`src/rtl/dig_out_port.sv`:
```
// Bus-mapped digital output port: three 8-bit registers (A/B/C) driving parallel
// outputs, with a one-transfer-per-two-cycles strobe/ack handshake.
module dig_out_port #(
    parameter logic [7:0] REGION = 8'h02,
    parameter logic [7:0] OFS_A  = 8'h00,
    parameter logic [7:0] OFS_B  = 8'h10,
    parameter logic [7:0] OFS_C  = 8'h20
) (
    input  logic        iCLK,
    input  logic        iRST,
    input  logic [31:0] iADR,
    input  logic [31:0] iDAT,
    output logic [31:0] oDAT,
    input  logic        iWE,
    input  logic        iSTB,
    output logic        oACK,
    output logic [7:0]  oDOUTA,
    output logic [7:0]  oDOUTB,
    output logic [7:0]  oDOUTC
);

    logic       selS;
    logic       acceptS;
    logic       hitAS;
    logic       hitBS;
    logic       hitCS;
    logic [7:0] rdMuxS;
    logic       ackR;
    logic [31:0] datR;
    logic [7:0] regAR;
    logic [7:0] regBR;
    logic [7:0] regCR;

    // The register map aliases across the region, so the middle address bits
    // and the upper data bits are deliberately ignored.
    logic unusedBits;
    assign unusedBits = ^{iDAT[31:8], iADR[23:8]};

    // Block select and accept: a held strobe is accepted only while no ack is pending.
    always_comb begin
        selS    = iSTB && (iADR[31:24] == REGION);
        acceptS = selS && !ackR;
    end

    // Offset decode and read-data mux; unmapped offsets read as zero.
    always_comb begin
        hitAS  = 1'b0;
        hitBS  = 1'b0;
        hitCS  = 1'b0;
        rdMuxS = 8'h00;
        if (iADR[7:0] == OFS_A) begin
            hitAS  = 1'b1;
            rdMuxS = regAR;
        end else if (iADR[7:0] == OFS_B) begin
            hitBS  = 1'b1;
            rdMuxS = regBR;
        end else if (iADR[7:0] == OFS_C) begin
            hitCS  = 1'b1;
            rdMuxS = regCR;
        end else begin
            rdMuxS = 8'h00;
        end
    end

    // Handshake, read data and output registers; all updates happen on an accept edge.
    always_ff @(posedge iCLK or negedge iRST) begin
        if (!iRST) begin
            ackR  <= 1'b0;
            datR  <= 32'h0000_0000;
            regAR <= 8'h00;
            regBR <= 8'h00;
            regCR <= 8'h00;
        end else begin
            ackR <= acceptS;
            // oDAT is cleared every cycle except the one following an accepted read.
            if (acceptS && !iWE) begin
                datR <= {24'h00_0000, rdMuxS};
            end else begin
                datR <= 32'h0000_0000;
            end
            if (acceptS && iWE && hitAS) begin
                regAR <= iDAT[7:0];
            end else begin
                regAR <= regAR;
            end
            if (acceptS && iWE && hitBS) begin
                regBR <= iDAT[7:0];
            end else begin
                regBR <= regBR;
            end
            if (acceptS && iWE && hitCS) begin
                regCR <= iDAT[7:0];
            end else begin
                regCR <= regCR;
            end
        end
    end

    assign oACK   = ackR;
    assign oDAT   = datR;
    assign oDOUTA = regAR;
    assign oDOUTB = regBR;
    assign oDOUTC = regCR;

endmodule

```
`config.mk`:
```
export PLATFORM = sky130hd
export DESIGN_NAME = dig_out_port
export DESIGN_NICKNAME = d
export VERILOG_FILES = /design/src/rtl/dig_out_port.sv
export SDC_FILE = /design/constraint.sdc
export NUM_CORES = 1
export LEC_CHECK = 0
export BUFFER_PORTS_ARGS = -buffer_cell sky130_fd_sc_hd__buf_4
export CELL_PAD_IN_SITES_DETAIL_PLACEMENT = 0
export CELL_PAD_IN_SITES_GLOBAL_PLACEMENT = 2
export CORE_ASPECT_RATIO = 0.6
export CORE_MARGIN = 2
export CORE_UTILIZATION = 22
export DETAILED_ROUTE_END_ITERATION = 10
export PLACE_DENSITY_LB_ADDON = 0.2
export SYNTH_ARGS = -nofsm -noshare
export SYNTH_HDL_FRONTEND = slang
export SYNTH_SLANG_ARGS = --single-unit
```
`constraint.sdc`:
```
create_clock -name iCLK -period 2.42 [get_ports iCLK]
set_clock_uncertainty 0.2 [all_clocks]
set_input_delay 0.121 -clock iCLK [delete_from_list [all_inputs] [get_ports iCLK]]
set_output_delay 0.121 -clock iCLK [all_outputs]
set_load 0.005 [all_outputs]
```
==> flow_summary.rst, run 1 <==
.. list-table::
   :header-rows: 1

   * - Metric
     - Value
   * - Total gr overflow
     - 0
   * - Chip width
     - 114.8 um
   * - Final count of pins violating max slew
     - 0
   * - Number of top-level design ports
     - 125
   * - Post-Route WL
     - 4228 um
   * - Antenna cell count
     - 0
   * - Row cnt
     - 24
   * - Post-route setup TNS
     - 0 ns
   * - Die height
     - 70.50 um
   * - Area after DPL
     - 0.002122 sq mm
   * - Post-layout minimum cycle time
     - 2.202 ns
   * - Area of the die
     - 0.008096 sq mm
   * - Worst-margin pin slew
     - 0.8244 ns
   * - Drt initial violations
     - 15
   * - Via count
     - 1166
   * - Max transition margin
     - 44.93%
   * - Clock insertion delay at the later pin of the skew report
     - 0.27 ns
   * - Last weighted congestion value of the routability-driven placer
     - 0.6882
   * - Vias in the first global route
     - 1192
   * - Detailed-placement wirelength estimate
     - 3110 um
   * - Worst Path Max Fanout
     - 5
   * - Tcrit/Tclk final
     - 90.98%
   * - Cell variety after synth
     - 19
   * - CP Class
     - in -> reg
   * - Final Total Pwr
     - 1.259 mW
   * - Kind of launch point of the worst setup path
     - input port
   * - Clock transition time at the flip-flop clock pins of the worst setup and hold paths
     - 0.05 ns
   * - Maximum vdd drop
     - 0.0002024 V
   * - Average via count per standard cell
     - 3.848
   * - Sequential element share of the synthesized area
     - 50.93%
   * - Kind of capture point of the worst setup path
     - flop
   * - Core Region
     - 0.007207 sq mm
   * - Post-route cell area
     - 0.002381 sq mm
   * - Syn Inst Count
     - 133
   * - Type of the worst min-delay path
     - in -> reg
   * - RSZ-0062 raised after global routing
     - false
   * - Number of antenna violations at the first check in global routing
     - 0
   * - Post-layout net count
     - 280
   * - Number of fill cells
     - 745
   * - Number of H-tree branching levels
     - 2
   * - DRT antenna net count
     - 0
   * - Number of buffers added by the clock tree synthesis step
     - 5
   * - Final hold viol count
     - 0
   * - Overall routing resource usage
     - 10.70%
   * - DRC violations left
     - 0
   * - Wire length per cell after detailed routing
     - 13.95 um
   * - Maximum clock insertion buffer count
     - 2
   * - Required time worst endpoint
     - 2.37 ns
   * - Most used cells in the layout excluding fill and tap cells
     - buf_4, dfrtp_1, mux2_2, conb_1, nor2_1
   * - Number of setup buffers added after CTS
     - 0
   * - Wire length of the first global-routing pass
     - 6458 um
   * - Critical Path AT
     - 2.15 ns
   * - Number of warning messages in the yosys log
     - 0
   * - Sink count of the clock tree
     - 33
   * - Final setup violation count
     - 0
   * - Average size of a mapped cell
     - 12.19 sq um
   * - Pin count of the biggest net entering global routing
     - 34
   * - Status
     - finished clean
   * - Root buffer cell
     - clkbuf_16
   * - Number of storage elements in the synthesis netlist
     - 33
   * - F_max
     - 0.4542 GHz
   * - Summed instance area of the synthesized netlist
     - 0.001622 sq mm
   * - Layout cells sized above 1
     - 49.06%
   * - Initial standard-cell utilization of the core
     - 22.50%
   * - Most common cell after layout, fill and taps aside
     - buf_4
   * - Port Buf Inserts
     - 60
   * - Max-cap violations
     - 0
   * - Power density over the cells
     - 528.9 mW/mm^2
   * - Area growth from synthesis to layout
     - 46.84%
   * - Drt pass-1 iters
     - 4
   * - CTS tree
     - built
   * - Leakage power
     - 1.234 nW
## cell type report
| cell class | count | area (sq um) | share of cell area (%) |
|---|---|---|---|
| Inverter | 1 | 3.754 | 0.1576 |
| Timing Repair Buffer | 77 | 605.6 | 25.43 |
| Multi-Input combinational cell | 94 | 689.4 | 28.95 |
| Tap cell | 91 | 113.9 | 4.782 |
| Sequential cell | 33 | 825.8 | 34.68 |
| Clock buffer | 7 | 142.6 | 5.991 |
## cells by family (layout without fill, tap and decap cells)
family,Yosys count,after routing,share of synthesized area [%]
AO/OA/AOI/OAI,8,8,2.469
buffers and inverters,29,85,12.27
flip-flops,33,33,50.93
multiplexers,32,32,21.61
other,1,24,0.2313
AND/OR/NAND/NOR,30,30,12.50
## final timing paths
| path | endpoint | start | slack, ns | depth (start not counted) |
|---|---|---|---|---|
| worst max-delay path | oDOUTC[4] | iADR[26] | 0.22 | 7 |
| worst min-delay path | oACK | iADR[30] | 0.03 | 3 |
| worst max register to register | oDOUTC[4] | oACK | 0.50 | 5 |
| worst min register to register | oDOUTC[7] | oDOUTC[7] | 0.34 | 1 |
| max in group asynchronous | oDOUTC[3] | iRST | 1.55 | 2 |
| min in group asynchronous | oDAT[1] | iRST | 0.15 | 2 |
## flip-flops by register name, indices dropped and copies added (netlist names)
name,flops
oACK,1
oDOUTA,8
oDOUTC,8
oDOUTB,8
oDAT,8
## stage by stage
stage	worst slack (ns)	utilization [%]	std cells	hold WS, ns
after floorplan	0.5084	-	156	-0.3746
after global placement	0.2178	29.44	285	-0.1051
after detailed placement	0.2814	29.44	285	-0.1037
after CTS	0.04097	32.95	303	0.02889
after global routing	0.1305	33.04	303	0.04696
final	0.2183	33.04	303	0.02828
## worst max-delay path: stages
cell	delay (ns)
dlygate4sd3_1	0.54
buf_4	0.13
nor4b_2	0.27
nand3_2	0.22
nor4b_4	0.32
buf_4	0.20
mux2_2	0.34
## report_power, final
group          switching, mW  leakage, nW  internal, mW  total, mW
Clock                  0.210       0.0700         0.403      0.613
Sequential         0.0000800        0.461         0.553      0.553
Combinational         0.0483        0.703        0.0449     0.0932
## synthesized netlist by cell type (all sizes together)
library cell / instances / share of area, %
conb: 1 / 0.23
and3: 1 / 0.46
nand2: 1 / 0.23
inv: 1 / 0.23
clkbuf: 2 / 0.46
nor2b: 2 / 0.77
mux2i: 8 / 4.9
nor4: 4 / 3.4
or3: 1 / 0.46
dfrtp: 33 / 51
buf: 26 / 12
nand3: 2 / 1.2
nor4b: 2 / 2.0
mux2: 24 / 17
nor2: 17 / 3.9
a21oi: 8 / 2.5
## routing by layer
metal	up-vias	routed length, um	GRT usage, %	part of all wire (%)
met5	-	0	0	0
met4	0	18	2.008	0.43
met3	5	277	3.906	6.6
met2	40	1919	16.37	45
met1	558	2012	14.71	48
li1	563	-	-	-
## timing repair
action	in CTS	in global routing
hold buffers	11	0
hold endpoints to repair	58	0
setup endpoints to repair	0	24
gates resized for setup	0	1
(Power assumes the default switching activity.)
==> run 2, diff against run 1 <==
- CTS_BUF_LIST: default -> sky130_fd_sc_hd__clkbuf_8 sky130_fd_sc_hd__clkbuf_16
- REMOVE_ABC_BUFFERS: default -> 1
==> flow_summary.rst, run 2 (synthesis results as in run 1) <==
.. list-table::
   :header-rows: 1

   * - Metric
     - Value
   * - Initial standard-cell utilization of the core
     - 22.50% (unchanged)
   * - Layout cells sized above 1
     - 49.06% (unchanged)
   * - Area of the die
     - 0.008096 sq mm (unchanged)
   * - Max-cap violations
     - 0 (unchanged)
   * - Number of top-level design ports
     - 125 (unchanged)
   * - Overall routing resource usage
     - 10.72% (+0.022 points)
   * - Via count
     - 1191 (+2.1%)
   * - Clock insertion delay at the later pin of the skew report
     - 0.27 ns (about the same)
   * - Area after DPL
     - 0.002122 sq mm (unchanged)
   * - Maximum vdd drop
     - 0.0002447 V (+21%)
   * - Type of the worst min-delay path
     - in -> reg
   * - Chip width
     - 114.8 um (unchanged)
   * - CTS tree
     - built
   * - Final Total Pwr
     - 1.370 mW (+8.8%)
   * - Resized cells post-CTS
     - 0 (unchanged)
   * - Met3 routing resource usage after global routing
     - 4.167% (+0.26 points)
   * - Worst Path Max Fanout
     - 5 (unchanged)
   * - F_max
     - 0.5147 GHz (+13%)
   * - Area taken by flip-flops and latches
     - 825.8 sq um (unchanged)
   * - List of cells traversed by the critical path
     - nor2b_1 > nand3_2 > nor4b_4 > buf_4 > mux2_2
   * - Kind of capture point of the worst setup path
     - flop
   * - Number of antenna violations at the first check in global routing
     - 0 (unchanged)
   * - Drt initial violations
     - 21 (+6)
   * - Most used cells in the layout excluding fill and tap cells
     - buf_4, dfrtp_1, mux2_2, conb_1, nor2_1
   * - Post-route cell area
     - 0.002395 sq mm (+0.58%)
   * - Final hold viol count
     - 0 (unchanged)
   * - Leakage power
     - 1.247 nW (+1.0%)
   * - CP Class
     - reg -> reg
   * - Total gr overflow
     - 0 (unchanged)
   * - Most common cell after layout, fill and taps aside
     - buf_4
   * - Pin count of the biggest net entering global routing
     - 34 (unchanged)
   * - Required time worst endpoint
     - 2.37 ns (about the same)
   * - Post-Route WL
     - 4261 um (+0.78%)
   * - Power density over the cells
     - 572.0 mW/mm^2 (+8.2%)
   * - Tcrit/Tclk final
     - 80.28% (-11 points)
   * - DRC violations left
     - 0 (unchanged)
   * - Post-layout minimum cycle time
     - 1.943 ns (-0.2588 ns)
   * - Critical Path AT
     - 1.90 ns (-0.25 ns)
   * - Number of buffers added by the clock tree synthesis step
     - 5 (unchanged)
   * - Number of fill cells
     - 749 (+0.54%)
   * - Setup Slack @ Placement
     - 0.2337 ns (-0.04769 ns)
   * - Core Region
     - 0.007207 sq mm (unchanged)
   * - Wire length per cell after detailed routing
     - 14.06 um (+0.78%)
   * - Die height
     - 70.50 um (unchanged)
   * - Clock transition time at the flip-flop clock pins of the worst setup and hold paths
     - 0.05 ns (about the same)
   * - Number of H-tree branching levels
     - 2 (unchanged)
   * - Port Buf Inserts
     - 60 (unchanged)
   * - Slowest CP cell
     - dfrtp_1
   * - Status
     - finished clean
   * - Wire length of the first global-routing pass
     - 6534 um (+1.2%)
   * - Drt pass-1 iters
     - 3 (-1)
   * - DRT antenna net count
     - 0 (unchanged)
   * - Area growth from synthesis to layout
     - 47.69%
   * - Row cnt
     - 24 (unchanged)
   * - Post-route setup TNS
     - 0 ns (unchanged)
   * - Root buffer cell
     - clkbuf_16
   * - Kind of launch point of the worst setup path
     - flop
   * - Average via count per standard cell
     - 3.931 (+2.1%)
   * - Final critical-path setup slack
     - 0.4771 ns (+0.2588 ns)
   * - Final setup violation count
     - 0 (unchanged)
   * - Antenna cell count
     - 0 (unchanged)
   * - Max transition margin
     - 50.88% (+5.9 points)
   * - Worst-margin pin slew
     - 0.7354 ns (-0.08900 ns)
   * - Final count of pins violating max slew
     - 0 (unchanged)
   * - Post-layout net count
     - 279 (-0.36%)
   * - Last weighted congestion value of the routability-driven placer
     - 0.6930 (+0.70%)
   * - Vias in the first global route
     - 1242 (+4.2%)
   * - Top Usage Layer GRT
     - met2
   * - Global routing met1 resource utilization
     - 14.29% (-0.42 points)
   * - Met2 Resource Use GR
     - 16.96% (+0.59 points)
   * - Maximum clock insertion buffer count
     - 2 (unchanged)
   * - Footprint of the multi-input gates
     - 683.2 sq um (-0.91%)
   * - RSZ-0062 raised after global routing
     - false
   * - Max incr delay on CP
     - 0.37 ns (-0.17 ns)
   * - Sink count of the clock tree
     - 33 (unchanged)
   * - Detailed-placement wirelength estimate
     - 3247 um (+4.4%)
==> run 2: changes by cell type in the layout (fill, tap and decap cells not counted), sizes merged <==
| cell | previous run | this run |
|---|---|---|
| inv | 1 | 2 |
| bufinv | 0 | 1 |
| clkbuf | 7 | 6 |
| dlygate4sd3 | 11 | 10 |
==> run 2: metrics by stage <==
stage	std cells	hold slack [ns]	utilization [%]
after floorplan	128	-0.3746	-
after global placement	285	-0.1083	29.44
after detailed placement	285	-0.09725	29.44
after CTS	303	0.03393	33.23
after global routing	303	0.04812	33.23
final	303	0.03663	33.23
==> run 2: path summary, 6_finish.rpt <==
kind | end | startpoint | depth (start not counted) | slack [ns]
max | oDOUTC[5] | oACK | 5 | 0.48
min | oACK | iADR[30] | 3 | 0.04
max reg2reg | oDOUTC[5] | oACK | 5 | 0.48
min reg2reg | oDOUTA[7] | oDOUTA[7] | 1 | 0.34
max in group asynchronous | oDOUTA[2] | iRST | 2 | 1.56
min in group asynchronous | oACK | iRST | 2 | 0.14
==> run 2: power breakdown <==
| group | total [mW] | internal (mW) | leakage, nW | switching (mW) |
|---|---|---|---|---|
| clock network | 0.726 | 0.509 | 0.0883 | 0.216 |
| registers | 0.553 | 0.552 | 0.461 | 0.0000803 |
| logic | 0.0914 | 0.0436 | 0.698 | 0.0478 |
==> run 2: routing by layer <==
metal / vias up / share of wire, %
met5: - / 0
met2: 40 / 47
met1: 580 / 47
met4: 0 / 0.094
met3: 2 / 6.5
li1: 569 / -
==> run 2: repair_timing <==
action                    4_1_cts  5_1_grt
hold buffers                   10        0
buffers inserted                0        0
hold endpoints to repair       58        0
==> run 2: worst max-delay path, delay by kind of cell, from the launching register on <==
| kind | cells | cell delay (ns) |
|---|---|---|
| muxes | 1 | 0.34 |
| buffers and inverters | 1 | 0.21 |
| DFF | 1 | 0.37 |
| and+or+nand+nor | 3 | 0.70 |
==> run 2: area by class of cell <==
| cell class | count | area share (%) |
|---|---|---|
| Tap cell | 91 | 4.754 |
| Timing Repair Buffer | 76 | 24.87 |
| Clock inverter | 2 | 1.411 |
| Clock buffer | 6 | 5.799 |
| Multi-Input combinational cell | 94 | 28.53 |
| Inverter | 1 | 0.1567 |
| Sequential cell | 33 | 34.48 |
==> run 3, diff against run 2 <==
- ABC_AREA: default -> 1
- clock period: 2.42 -> 1.9 ns (I/O delays scaled with it)
==> flow_summary.rst, run 3 <==
.. list-table::
   :header-rows: 1

   * - Metric
     - Value
   * - Global routing met1 resource utilization
     - 19.42% (+5.1 points)
   * - Final core area utilization
     - 30.62% (-2.6 points)
   * - Most used cells in the layout excluding fill and tap cells
     - nand2_1, buf_4, dfrtp_1, nand4_1, conb_1
   * - Max-cap violations
     - 0 (unchanged)
   * - Worst Path Max Fanout
     - 12 (+7)
   * - Dominant combinational cell family by area after synthesis
     - simple AND/OR/NAND/NOR gates
   * - CP Class
     - reg -> reg
   * - Maximum vdd drop
     - 0.0002708 V (+11%)
   * - Sequential element share of the synthesized area
     - 43.68% (-7.2 points)
   * - Cells taking the most area after synthesis
     - dfrtp_1, nand2_1, buf_4, nand4_1, nand3_1
   * - Vias in the first global route
     - 1579 (+27%)
   * - Total gr overflow
     - 0 (unchanged)
   * - Status
     - finished clean
   * - Final count of pins violating max slew
     - 0 (unchanged)
   * - EDFF count, synth
     - 0 (unchanged)
   * - Prevailing post-synth register cell
     - dfrtp_1
   * - Fraction of the mapped netlist area in compound gates
     - 0% (-2.5 points)
   * - Summed instance area of the synthesized netlist
     - 0.001891 sq mm (+17%)
   * - Final setup violation count
     - 0 (unchanged)
   * - Hold_ws
     - 0.02684 ns (-0.009794 ns)
   * - Number of antenna violations at the first check in global routing
     - 0 (unchanged)
   * - Number of fill cells
     - 898 (+20%)
   * - Top Usage Layer GRT
     - met1
   * - Power density over the cells
     - 617.7 mW/mm^2 (+8.0%)
   * - Critical Path AT
     - 1.52 ns (-0.38 ns)
   * - Wire length of the first global-routing pass
     - 8721 um (+33%)
   * - Commonest cells post-synth
     - nand2_1, dfrtp_1, buf_4, nand4_1, nand3_1
   * - Pin count of the biggest net entering global routing
     - 34 (unchanged)
   * - Detailed-placement wirelength estimate
     - 4014 um (+24%)
   * - Drt pass-1 iters
     - 4 (+1)
   * - F_max
     - 0.6642 GHz (+29%)
   * - Chip width
     - 123.7 um (+7.7%)
   * - Drt initial violations
     - 89 (+320%)
   * - Area after DPL
     - 0.002354 sq mm (+11%)
   * - Number of buffers added by the clock tree synthesis step
     - 5 (unchanged)
   * - RSZ-0062 raised after global routing
     - false
   * - Initial standard-cell utilization of the core
     - 22.44% (-0.062 points)
   * - Clock transition time at the flip-flop clock pins of the worst setup and hold paths
     - 0.05 ns (about the same)
   * - Average via count per standard cell
     - 4.012 (+2.1%)
   * - Die height
     - 75.81 um (+7.5%)
   * - Cell variety after synth
     - 21 (+2)
   * - Met2 Resource Use GR
     - 18.07% (+1.1 points)
   * - Syn Inst Count
     - 221 (+66%)
   * - Type of the worst min-delay path
     - in -> reg
   * - Core Region
     - 0.008426 sq mm (+17%)
   * - Post-route cell area
     - 0.002580 sq mm (+7.7%)
   * - Post-synthesis cell type with the largest combined area
     - dfrtp_1
   * - Average size of a mapped cell
     - 8.555 sq um (-30%)
   * - Maximum clock insertion buffer count
     - 2 (unchanged)
   * - Sink count of the clock tree
     - 33 (unchanged)
   * - Via count
     - 1629 (+37%)
   * - Kind of launch point of the worst setup path
     - flop
   * - Final hold viol count
     - 0 (unchanged)
   * - Most frequent cell after synthesis
     - nand2_1
   * - Xor/xnor share of the synthesized area
     - 0% (unchanged)
   * - Area growth from synthesis to layout
     - 36.47%
   * - Adder and majority gate portion of the synthesized area
     - 0% (unchanged)
   * - Wire length per cell after detailed routing
     - 13.65 um (-3.0%)
   * - Leakage power
     - 1.482 nW (+19%)
   * - Root buffer cell
     - clkbuf_16
   * - Post-route setup TNS
     - 0 ns (unchanged)
   * - DRC violations left
     - 0 (unchanged)
   * - Met3 routing resource usage after global routing
     - 3.368% (-0.80 points)
   * - Required time worst endpoint
     - 1.91 ns (-0.46 ns)
   * - Tcrit/Tclk final
     - 79.24% (-1.0 points)
   * - CTS tree
     - built
   * - Layout cells sized above 1
     - 29.93% (-19 points)
   * - Post-layout minimum cycle time
     - 1.506 ns (-0.4373 ns)
   * - Clock insertion delay at the later pin of the skew report
     - 0.27 ns (about the same)
   * - Area share of the largest cell type after synthesis
     - 43.68% (-7.2 points)
   * - Last weighted congestion value of the routability-driven placer
     - 0.7170 (+3.5%)
   * - Overall routing resource usage
     - 12.81% (+2.1 points)
   * - Number of warning messages in the yosys log
     - 0 (unchanged)
   * - Most common cell after layout, fill and taps aside
     - nand2_1
   * - Area of the die
     - 0.009375 sq mm (+16%)
   * - Port Buf Inserts
     - 60 (unchanged)
   * - Simple-gate portion of the synthesized area
     - 40.04% (+28 points)
   * - Kind of capture point of the worst setup path
     - flop
   * - Antenna cell count
     - 0 (unchanged)
   * - Row cnt
     - 26 (+8.3%)
   * - Number of top-level design ports
     - 125 (unchanged)
   * - Number of storage elements in the synthesis netlist
     - 33 (unchanged)
   * - Mux cell area share after synthesis
     - 0% (-22 points)
   * - Post-layout net count
     - 361 (+29%)
   * - Final Total Pwr
     - 1.594 mW (+16%)
   * - Post-Route WL
     - 5541 um (+30%)
   * - Number of H-tree branching levels
     - 2 (unchanged)
   * - Register-to-register setup slack
     - 0.39 ns (-0.08 ns)
   * - Share of flip-flops with an asynchronous set or reset
     - 100.0% (unchanged)
   * - DRT antenna net count
     - 0 (unchanged)
==> run 3: where the power goes <==
| part | internal (mW) | switching (mW) | total [mW] |
|---|---|---|---|
| Combinational | 0.0580 | 0.0786 | 0.137 |
| Sequential | 0.704 | 0.000105 | 0.704 |
| Clock | 0.471 | 0.283 | 0.753 |
==> run 3: worst paths after layout <==
| check | from | to | depth (start not counted) |
|---|---|---|---|
| worst min-delay path | iWE | oDOUTA[3] | 3 |
| worst max register to register | oACK | oDOUTB[6] | 5 |
| min in group asynchronous | iRST | oACK | 2 |
| max in group asynchronous | iRST | oDOUTC[6] | 2 |
| worst max-delay path | oACK | oDOUTB[6] | 5 |
| worst min register to register | oDOUTB[6] | oDOUTB[6] | 2 |
==> run 3: layout make-up <==
cell class                      count  area (sq um)  area share (%)
Inverter                           14         52.55           2.037
Sequential cell                    33         825.8           32.01
Multi-Input combinational cell    165         847.1           32.83
Timing Repair Buffer               74         578.1           22.41
Tap cell                          112         140.1           5.432
Clock inverter                      3         11.26          0.4365
Clock buffer                        5         125.1           4.850
==> run 3: repair_timing <==
item	4_1_cts	5_1_grt
hold buffers	9	0
resized for setup	0	0
buffers inserted	0	0
hold endpoints to repair	57	0
==> run 3: critical path, cell delays in order (launching register included) <==
cell and delay [ns]:
dfrtp_1 0.37, nand3b_4 0.20, nor2_8 0.24, buf_4 0.23, nand4_1 0.10, nand2_1 0.08
==> run 3: cells by family after synthesis <==
family,after synthesis
buf+inv,46
flops,33
other cells,1
simple gates,141
==> run 3: through the flow <==
stage          std cells  setup slack, ns
2_1_floorplan        212           0.4343
3_3_place_gp         389           0.3315
3_5_place_dp         389           0.3750
4_1_cts              406           0.3618
5_1_grt              406           0.2573
6_report             406           0.3944
==> run 3: routing by layer <==
layer  wire length [um]  share of wire [%]
met1               2890                 52
met2               2272                 41
met3                356                6.4
met4                 23               0.42
met5                  0                  0
